### src/rtl/irq_pkg.sv
// Shared sizes, FSM state type and reset values for the 8-to-3 interrupt encoder.
package irq_pkg;

  localparam int unsigned NUM_REQ = 8;
  localparam int unsigned IDX_W   = 3;

  typedef enum logic {
    IDLE    = 1'b0,
    PRESENT = 1'b1
  } state_t;

  localparam logic [NUM_REQ-1:0] RST_PENDING = '0;
  localparam logic [IDX_W-1:0]   RST_IDX     = '0;
  localparam logic [IDX_W-1:0]   RST_PTR     = 3'd7;

endpackage

### src/rtl/prio_enc8to3.sv
// Combinational priority encoder: finds the first set bit of vec searching
// upward from start and wrapping past 7 back to 0.
module prio_enc8to3
  import irq_pkg::*;
(
  input  logic [NUM_REQ-1:0] vec,
  input  logic [IDX_W-1:0]   start,
  output logic [IDX_W-1:0]   idx,
  output logic               found
);

  logic [IDX_W-1:0] pos;

  // Walk from the farthest position back to start so the nearest hit is written last.
  always_comb begin
    found = 1'b0;
    idx   = '0;
    pos   = '0;
    for (int k = NUM_REQ - 1; k >= 0; k--) begin
      pos = start + IDX_W'(k);
      if (vec[pos]) begin
        found = 1'b1;
        idx   = pos;
      end
    end
  end

endmodule

### src/rtl/irq_encoder8to3.sv
// Registered 8-to-3 interrupt encoder with sticky pending bits and valid/ack
// presentation. Define IRQ_ROUND_ROBIN_EN for rotating priority.
module irq_encoder8to3
  import irq_pkg::*;
(
  input  logic               clk,
  input  logic               rst_n,
  input  logic               en,
  input  logic [NUM_REQ-1:0] req,
  input  logic [NUM_REQ-1:0] mask,
  input  logic               irq_ack,
  output logic               irq_valid,
  output logic [IDX_W-1:0]   irq_idx,
  output logic [NUM_REQ-1:0] pending,
  output logic               any_pending
);

  state_t             state;
  logic [NUM_REQ-1:0] eligible;
  logic [NUM_REQ-1:0] clr;
  logic [IDX_W-1:0]   start;
  logic [IDX_W-1:0]   enc_idx;
  logic               enc_found;
  logic               accept;

  assign eligible    = pending & mask;
  assign any_pending = |eligible;
  assign accept      = (state == PRESENT) && irq_ack;
  assign clr         = accept ? (NUM_REQ'(1) << irq_idx) : '0;

`ifdef IRQ_ROUND_ROBIN_EN
  logic [IDX_W-1:0] ptr;

  // Last serviced index; the next search begins just past it.
  always_ff @(posedge clk or negedge rst_n) begin
    if (!rst_n) begin
      ptr <= RST_PTR;
    end else if (accept) begin
      ptr <= irq_idx;
    end
  end

  assign start = ptr + IDX_W'(1);
`else
  assign start = '0;
`endif

  prio_enc8to3 u_prio (
    .vec   (eligible),
    .start (start),
    .idx   (enc_idx),
    .found (enc_found)
  );

  // A new request overrides a same-cycle clear so no pulse is ever lost.
  always_ff @(posedge clk or negedge rst_n) begin
    if (!rst_n) begin
      pending   <= RST_PENDING;
      state     <= IDLE;
      irq_valid <= 1'b0;
      irq_idx   <= RST_IDX;
    end else begin
      pending <= (pending & ~clr) | req;
      case (state)
        IDLE: begin
          if (en && enc_found) begin
            irq_idx   <= enc_idx;
            irq_valid <= 1'b1;
            state     <= PRESENT;
          end
        end
        PRESENT: begin
          if (irq_ack) begin
            irq_valid <= 1'b0;
            state     <= IDLE;
          end
        end
        default: begin
          irq_valid <= 1'b0;
          state     <= IDLE;
        end
      endcase
    end
  end

endmodule
### config.mk
export PLATFORM = sky130hd
export DESIGN_NAME = irq_encoder8to3
export DESIGN_NICKNAME = d
export VERILOG_FILES = /design/src/rtl/irq_pkg.sv /design/src/rtl/prio_enc8to3.sv /design/src/rtl/irq_encoder8to3.sv
export SDC_FILE = /design/constraint.sdc
export NUM_CORES = 1
export LEC_CHECK = 0
export CAP_MARGIN = 25
export CORE_MARGIN = 5
export CORE_UTILIZATION = 30
export DETAILED_ROUTE_END_ITERATION = 8
export HOLD_SLACK_MARGIN = 0.03
export SETUP_SLACK_MARGIN = 0.3
export SYNTH_ARGS = -nofsm -noshare
export SYNTH_HDL_FRONTEND = slang
export SYNTH_SLANG_ARGS = --single-unit
### constraint.sdc
create_clock -name clk -period 2 [get_ports clk]
set_input_delay 0.4 -clock clk [delete_from_list [all_inputs] [get_ports clk]]
set_output_delay 0.4 -clock clk [all_outputs]
set_load 0.1 [all_outputs]
Word-level counts from Yosys, hierarchy flattened
Cells that the tools add are included.
{ "word_totals": {"elab_cells": 40, "ram_bits": 0, "rom_bits": 0, "register_bits": 13, "latch_bits": 0, "input_bits": 20, "n_memories": 0, "out_inout_bits": 13} }
{ "classes": {"n_reduce_logical": 5, "n_mul": 0, "bitwise": 5, "n_mux": 23, "add_sub_neg": 0, "div": 0, "n_shift": 1, "magnitude_cmp": 0, "n_eq_ne": 2} }
{ "ops": {"columns": ["operator", "count"], "rows": [
  ["2-to-1 mux 3 bit", 8],
  ["AND 8 bit", 2],
  ["2-to-1 mux 1 bit", 12],
  ["2-to-1 mux 8 bit", 1],
  ["inverter 8 bit", 1],
  ["bitwise OR 8 bit", 1],
  ["OR reduction 8 bit", 1],
  ["<< shifter 1 x 3 -> 8 bit, first input constant", 1],
  ["!= test 2 bit, second input constant", 2],
  ["case mux 1 bit (2 select lines)", 2],
  ["AND reduction 2 bit", 2],
  ["logical AND 1 bit", 2],
  ["inverter 1 bit", 1]
]} }

Depth between registers and ports, before layout
Gate-level depths: netlist of the first run.
{ "depth": {"depth_word": 12, "depth_mapped": 4, "mapped_depth_nobuf": 4} }

Cells and area by module
A second synthesis of the first run with hierarchy kept.
{ "unflattened": {"cells_unflattened": 147, "hier_area_um2": 1371.3} }
{ "modules_own_cells": {"columns": ["mod", "area_each_um2", "cells_per_inst", "seq_area_each_um2", "n_inst"], "rows": [
  ["prio_enc8to3", 782.0, 90, 0.0, 1],
  ["irq_encoder8to3", 589.3, 57, 325.3, 1]
]} }

Worst setup path after synthesis of the first run
No wires, ideal clock.
{ "synth_path": {"path_kind": "flip-flop to flip-flop", "startpoint": "reg pending[3]", "endpoint": "reg irq_idx[0]", "period_less_slack_ns": 2.579, "setup_slack_ns": -0.579, "setup_time_ns": 0.126, "t_arrival_ns": 2.453, "path_stages_with_launch": 5, "required_ns": 1.874, "cell_sequence": "dfrtp_1 a22oi_1 nand4_2 nand2_2 mux2_2"} }
{ "synth_between": {"elab_chain_len": 7} }
{ "synth_rtl": {"columns": ["element", "line", "rtl"], "rows": [
  ["start: declaration", "irq_encoder8to3.sv:14", "output logic [NUM_REQ-1:0] pending,"],
  ["start signal: assignment", "irq_encoder8to3.sv:63", "pending <= (pending & ~clr) | req;"],
  ["AND 8 bit *", "irq_encoder8to3.sv:26", "assign eligible = pending & mask;"],
  ["2-to-1 mux 1 bit (4 in a row)", "prio_enc8to3.sv:21", "if (vec[pos]) begin"],
  ["logical AND 1 bit", "irq_encoder8to3.sv:66", "if (en && enc_found) begin"],
  ["AND reduction 2 bit (no line)", null, null],
  ["end signal: assignment", "irq_encoder8to3.sv:67", "irq_idx <= enc_idx;"],
  ["end: declaration", "irq_encoder8to3.sv:13", "output logic [IDX_W-1:0] irq_idx,"]
]} }
Mark *: on every way between the ends. The rest lies on a longest branch, timed or not.
A chain may end at the register's enable or synchronous reset.

Worst setup path after layout of the first run
{ "layout_path": {"startpoint": "reg pending[2]", "endpoint": "out any_pending"} }
{ "layout_between": {"elab_chain_len": 2} }
{ "layout_rtl": {"columns": ["element", "line", "rtl"], "rows": [
  ["AND 8 bit", "irq_encoder8to3.sv:26", null],
  ["OR reduction 8 bit", "irq_encoder8to3.sv:27", "assign any_pending = |eligible;"],
  ["end: declaration", "irq_encoder8to3.sv:15", "output logic any_pending"]
]} }
No other way between the ends.

==> impl_metrics.toml, run 1 <==
[outcome]
outcome = "finished, final reports clean"

[synthesis]
synth_compound_area_frac = 0.240
synthMuxAreaShare = 0.0180
syn-cell-area_um2 = 624
synth.avg_cell_area_um2 = 10.1
synth_cell_types = 16
netlist_instances = 62
synth_fa_ha_area_frac = 0
synth_top_family_by_area = "compound AO/OA/AOI/OAI gates"
ys_seq_elements = 13
synth_xor_area_frac = 0
ys_warn_count = 0
syn_nets = 82
yosysSeqAreaShare = 0.521
synthSimpleGateAreaFrac = 0.202

[place]
place_congestion = 0.802
dp_hpwl_um = 1470
port_buffers = 32

[final_layout]
diodes = 0
syn2layout_area_growth_pct = 86.0
final_util = 0.586
layout_commonest_cell = "buf_4"
drive_above_1_share = 0.414
layout_common_cells = "buf_4, clkdlybuf4s50_1, nand2b_1, dlygate4sd2_1, nand2_1"
fin_nets = 132

[floorplanning]
die_w_um = 55.6
core_um2 = 1980
fp.dieH_um = 55.6
rows = 16
start_util = 0.315
dieArea_um2 = 3090
io_pins = 33

[sta]
setup_viol = 0
tns_ps = 0
fin_crit_ps = 1750
rsz0062_at_grt = "yes"
fmax_mhz = 572
hold_viol_final = 0
period_share = 0.874
worstMarginPinSlew_ps = 607
drv_slew = 0
slew-limit-headroom = 0.594
finClkSkew_ps = 0.352

[setup_path]
critPathMaxFanout = 2
worstPathArrival_ps = 1350
cp-start-kind = "register"
critPathCapture = "any_pending"
path_class = "register to output pin"
r2r-end = "irq_idx[2]"
reg2reg_from = "pending[4]"
cp.required_ps = 1600
endpoint_kind = "output pin"
reg2reg_depth = 10
r2r_slack_ps = 360
setup.worst_path.start = "pending[2]"

[pwr]
power_leakage_uw = 0.000481
powerDensity_nw_per_um2 = 853
ir_drop_mv = 0.611

[clocking]
htreeDepth = 1
clock-root-buffer = "clkbuf_4"
cts_tree = "built"
hold_buffers = 0
clockBufferDepth = 2
cts_buffers = 3
clkLatencyLatePin_ps = 270
cts.sinks = 13
path_clk_slew_ps = 80

[drt]
avgViaCountPerCell = 4.78
routed_wirelength_um = 2010
wire_per_inst_um = 14.5
drtAntennaViolNets = 0
drc = 0
vias = 659
drtIter0Drc = 10
dr.pass1.iters = 4

[global_route]
overflow = 0
grtUsageTotal = 0.138
grt_pass1_vias = 676
grt_start_max_net_pins = 14
antenna_found_initial = 0
grt_pass1_wl_um = 3330

[job]
drv_cap = 0

[hold_path]
hp-class = "primary input to async pin"
[report_power, final]
part | total [µW] | internal, µW | switching, µW
clock network | 162 | 77.2 | 85.2
registers | 350 | 298 | 51.9
logic | 478 | 165 | 313
[worst max-delay path, cell delays in order (launching register included)]
cell and delay [ps]:
dfrtp_4 480, a22oi_2 240, nand4_4 150, buf_12 200
[cells in the mapped netlist]
library cell / count / area, µm²
o21ai_0: 2 / 10.0
a21oi_1: 4 / 20.0
o31ai_1: 2 / 15.0
nand4_2: 1 / 12.5
nand2_2: 1 / 6.26
a22oi_1: 6 / 45.0
nand2b_1: 10 / 62.6
nand2_1: 7 / 26.3
nand3b_1: 1 / 7.51
a32o_1: 3 / 30.0
dfrtp_1: 13 / 325
mux2_2: 1 / 11.3
nor2b_1: 1 / 6.26
o21ai_1: 6 / 30.0
nand3_1: 1 / 5.00
inv_1: 3 / 11.3
[logic make-up after synthesis]
logic type,after synthesis
AOI/OAI and AO/OA,23
buffers and inverters,3
DFF,13
muxes,1
and+or+nand+nor,22
[sequential cells by signal (all words and copies together) (netlist names)]
register   flops
irq_idx        3
irq_valid      1
pending        8
state          1
[final cells by class]
cell class | count | area, µm²
Inverter | 3 | 11.3
Fill cell | 171 | 821
Multi-Input combinational cell | 46 | 324
Clock buffer | 4 | 26.3
Tap cell | 27 | 33.8
Timing Repair Buffer | 45 | 425
Sequential cell | 13 | 340
[how the worst min path moves through the flow]
stage                    from    endpoint  slack (ps)  cells past startpoint
floorplan               rst_n  irq_idx[0]         100                      0
global placement    irq_valid   irq_valid         520                      2
detailed placement  irq_valid   irq_valid         530                      2
CTS                     rst_n  irq_idx[1]         520                      1
global route            rst_n  pending[6]         550                      1
finish                  rst_n  irq_idx[1]         510                      1
[metrics by stage]
| stage | worst slack [ps] | instance area, µm² | cells | hold slack (ps) | power, µW |
|---|---|---|---|---|---|
| 6_report | 252 | 1160 | 138 | 507 | 990 |
| 5_1_grt | 182 | 1160 | 138 | 547 | 1040 |
| 4_1_cts | 212 | 1140 | 136 | 524 | 987 |
| 3_5_place_dp | 114 | 1050 | 122 | 528 | 811 |
| 3_3_place_gp | 129 | 1050 | 122 | 519 | 810 |
| 2_1_floorplan | 20.3 | 668 | 62 | 104 | 643 |
[layer usage]
layer / wire length, µm / track usage
met4: 21 / 0.0625
met1: 950 / 0.181
met3: 129 / 0.0371
met5: 0 / 0
met2: 907 / 0.211
[repair_timing]
| action | CTS | global route |
|---|---|---|
| resized for setup | 8 | 2 |
| pin swaps | 5 | 4 |
| setup endpoints to repair | 1 | 2 |
| setup buffers | 10 | 2 |
Note: power is estimated with default switching activity, not from simulation.
==> inputs of run 2 (changes only) <==
--- a/config.mk
+++ b/config.mk
@@ -6,10 +6,12 @@
 export NUM_CORES = 1
 export LEC_CHECK = 0
 export CAP_MARGIN = 25
+export CORE_ASPECT_RATIO = 1.1
 export CORE_MARGIN = 5
 export CORE_UTILIZATION = 30
 export DETAILED_ROUTE_END_ITERATION = 8
 export HOLD_SLACK_MARGIN = 0.03
+export REMOVE_ABC_BUFFERS = 1
 export SETUP_SLACK_MARGIN = 0.3
 export SYNTH_ARGS = -nofsm -noshare
 export SYNTH_HDL_FRONTEND = slang
==> run 2 against run 1 <==
- critical path depth increased by 1
- highest routed layer unchanged
- first-iteration DRC count increased by 10%
- clock-buffer cell count unchanged
- global-route usage increased by 0.20 points
- clock power about the same
- cell count increased by 1.4%
==> impl_metrics.toml, run 2 (synthesis results as in run 1) <==
[final_layout]
layout_common_cells = "buf_4, dfrtp_1, clkdlybuf4s50_1, nand2b_1, dlygate4sd2_1"
multiInputGateArea_um2 = 317
layout.cells.non_filler = 140
drive_above_1_share = 0.330
final_util = 0.568
n_fill_cell = 202
largest-register = "pending"
layout_commonest_cell = "buf_4"
fin_nets = 133
top_regs = "pending (8), irq_idx (3)"
largest_register_ffs = 8
diodes = 0
seq_area_um2 = 325
design_area_um2 = 1130
syn2layout_area_growth_pct = 81.8

[clocking]
cts_tree = "built"
cts.sinks = 13
clkLatencyLatePin_ps = 280
path_clk_slew_ps = 80
cts_buffers = 3
clock-root-buffer = "clkbuf_4"
clockBufferDepth = 2
htreeDepth = 1

[setup_path]
cpPeakStageDelay_ps = 400
crit_buf_inv = 2
worstPathArrival_ps = 1340
critPathMaxFanout = 2
path_cells = "a22oi_2 -> buf_4 -> nand4_4 -> buf_12"
cp.required_ps = 1600
path_class = "register to output pin"
cp-start-kind = "register"
crit_slowest_cell = "dfrtp_1"
crit_family = "flip-flops"
endpoint_kind = "output pin"

[place]
dpl_cell_area_um2 = 1000
dp_hpwl_um = 1430
post-place-ws_ps = -19.6
place_congestion = 0.837
port_buffers = 32
dp_cells = 124

[floorplanning]
core_um2 = 2000
dieArea_um2 = 3090
rows = 17
fp.dieH_um = 57.8
io_pins = 33
start_util = 0.312
die_w_um = 53.5

[hold_path]
hp-class = "primary input to async pin"

[job]
drv_cap = 0

[drt]
drc = 0
drtAntennaViolNets = 0
avgViaCountPerCell = 4.86
routed_wirelength_um = 1970
vias = 680
drtIter0Drc = 11
dr.pass1.iters = 6
wire_per_inst_um = 14.1

[global_route]
overflow = 0
antenna_found_initial = 0
grt_pass1_vias = 725
grt_start_max_net_pins = 14
grtUsageTotal = 0.140
grt_pass1_wl_um = 3220

[sta]
hold_slack_ps = 492
period_share = 0.869
finClkSkew_ps = 3.31
drv_slew = 0
slew-limit-headroom = 0.604
fmax_mhz = 576
setup_viol = 0
fin_crit_ps = 1740
worstMarginPinSlew_ps = 592
hold_viol_final = 0
rsz0062_at_grt = "yes"
setup_ws_ps = 263

[pwr]
power_leakage_uw = 0.000478
ir_drop_mv = 0.434
powerDensity_nw_per_um2 = 862

[outcome]
outcome = "finished, final reports clean"
-- run 2: cell types whose count changed in the layout (fill, tap and decap cells not counted) --
cell	change
a21oi_1	+2
dfrtp_4	-2
dfrtp_2	-6
buf_4	+2
a21oi_2	-2
buf_12	-1
dfrtp_1	+8
-- run 2: per-stage QoR --
| step | power (µW) | TNS, ps |
|---|---|---|
| after detailed placement | 797 | -19.6 |
| after global routing | 1030 | 0 |
| after global placement | 794 | 0 |
| after CTS | 974 | 0 |
| after floorplan | 633 | -1470 |
| final | 978 | 0 |
-- run 2: final timing paths --
path / cells after the start / startpoint / endpoint / slack (ps)
setup reg to reg: 6 / pending[2] / irq_idx[0] / 470
setup / recovery: 4 / pending[2] / any_pending / 260
max in group asynchronous: 1 / rst_n / pending[5] / 1120
hold reg to reg: 2 / irq_valid / irq_valid / 530
min in group clk: 2 / irq_valid / irq_valid / 530
hold / removal: 1 / rst_n / irq_idx[1] / 490
-- run 2: repair_timing --
item                                    4_1_cts  5_1_grt
pin swaps                                     5        2
hold buffers                                  0        0
endpoints found under the setup margin        1        1
gates resized for setup                      12        1
buffers inserted                              8        4
endpoints found under the hold margin         0        0
-- run 2: power breakdown --
part	switching [µW]	leakage (µW)	total [µW]	internal, µW
clock network	85.6	0.0000150	163	77.4
registers	49.2	0.000131	344	295
logic	310	0.000332	470	160
total	445	0.000478	978	533
-- run 2: final cells by class --
class | count | share of cell area
repair buffers | 46 | 0.370
flip-flops and latches | 13 | 0.287
multi-input cells | 46 | 0.279
well taps | 28 | 0.0309
clock buffers | 4 | 0.0232
inverters | 3 | 0.00992
-- run 2: metal layers --
metal,wire length (µm),GRT usage,part of all wire
met5,0,0,0
met4,25,0.0547,0.013
met3,127,0.0334,0.064
met2,976,0.233,0.49
met1,842,0.171,0.43
==> inputs of run 3 (changes only) <==
--- a/config.mk
+++ b/config.mk
@@ -5,11 +5,13 @@
 export SDC_FILE = /design/constraint.sdc
 export NUM_CORES = 1
 export LEC_CHECK = 0
+export ABC_AREA = 0
 export CAP_MARGIN = 25
 export CORE_ASPECT_RATIO = 1.1
 export CORE_MARGIN = 5
 export CORE_UTILIZATION = 30
 export DETAILED_ROUTE_END_ITERATION = 8
+export GPL_ROUTABILITY_DRIVEN = 0
 export HOLD_SLACK_MARGIN = 0.03
 export REMOVE_ABC_BUFFERS = 1
 export SETUP_SLACK_MARGIN = 0.3
==> results of run 3 <==
No change in the layout: final DEF, timing and power equal those of run 2.
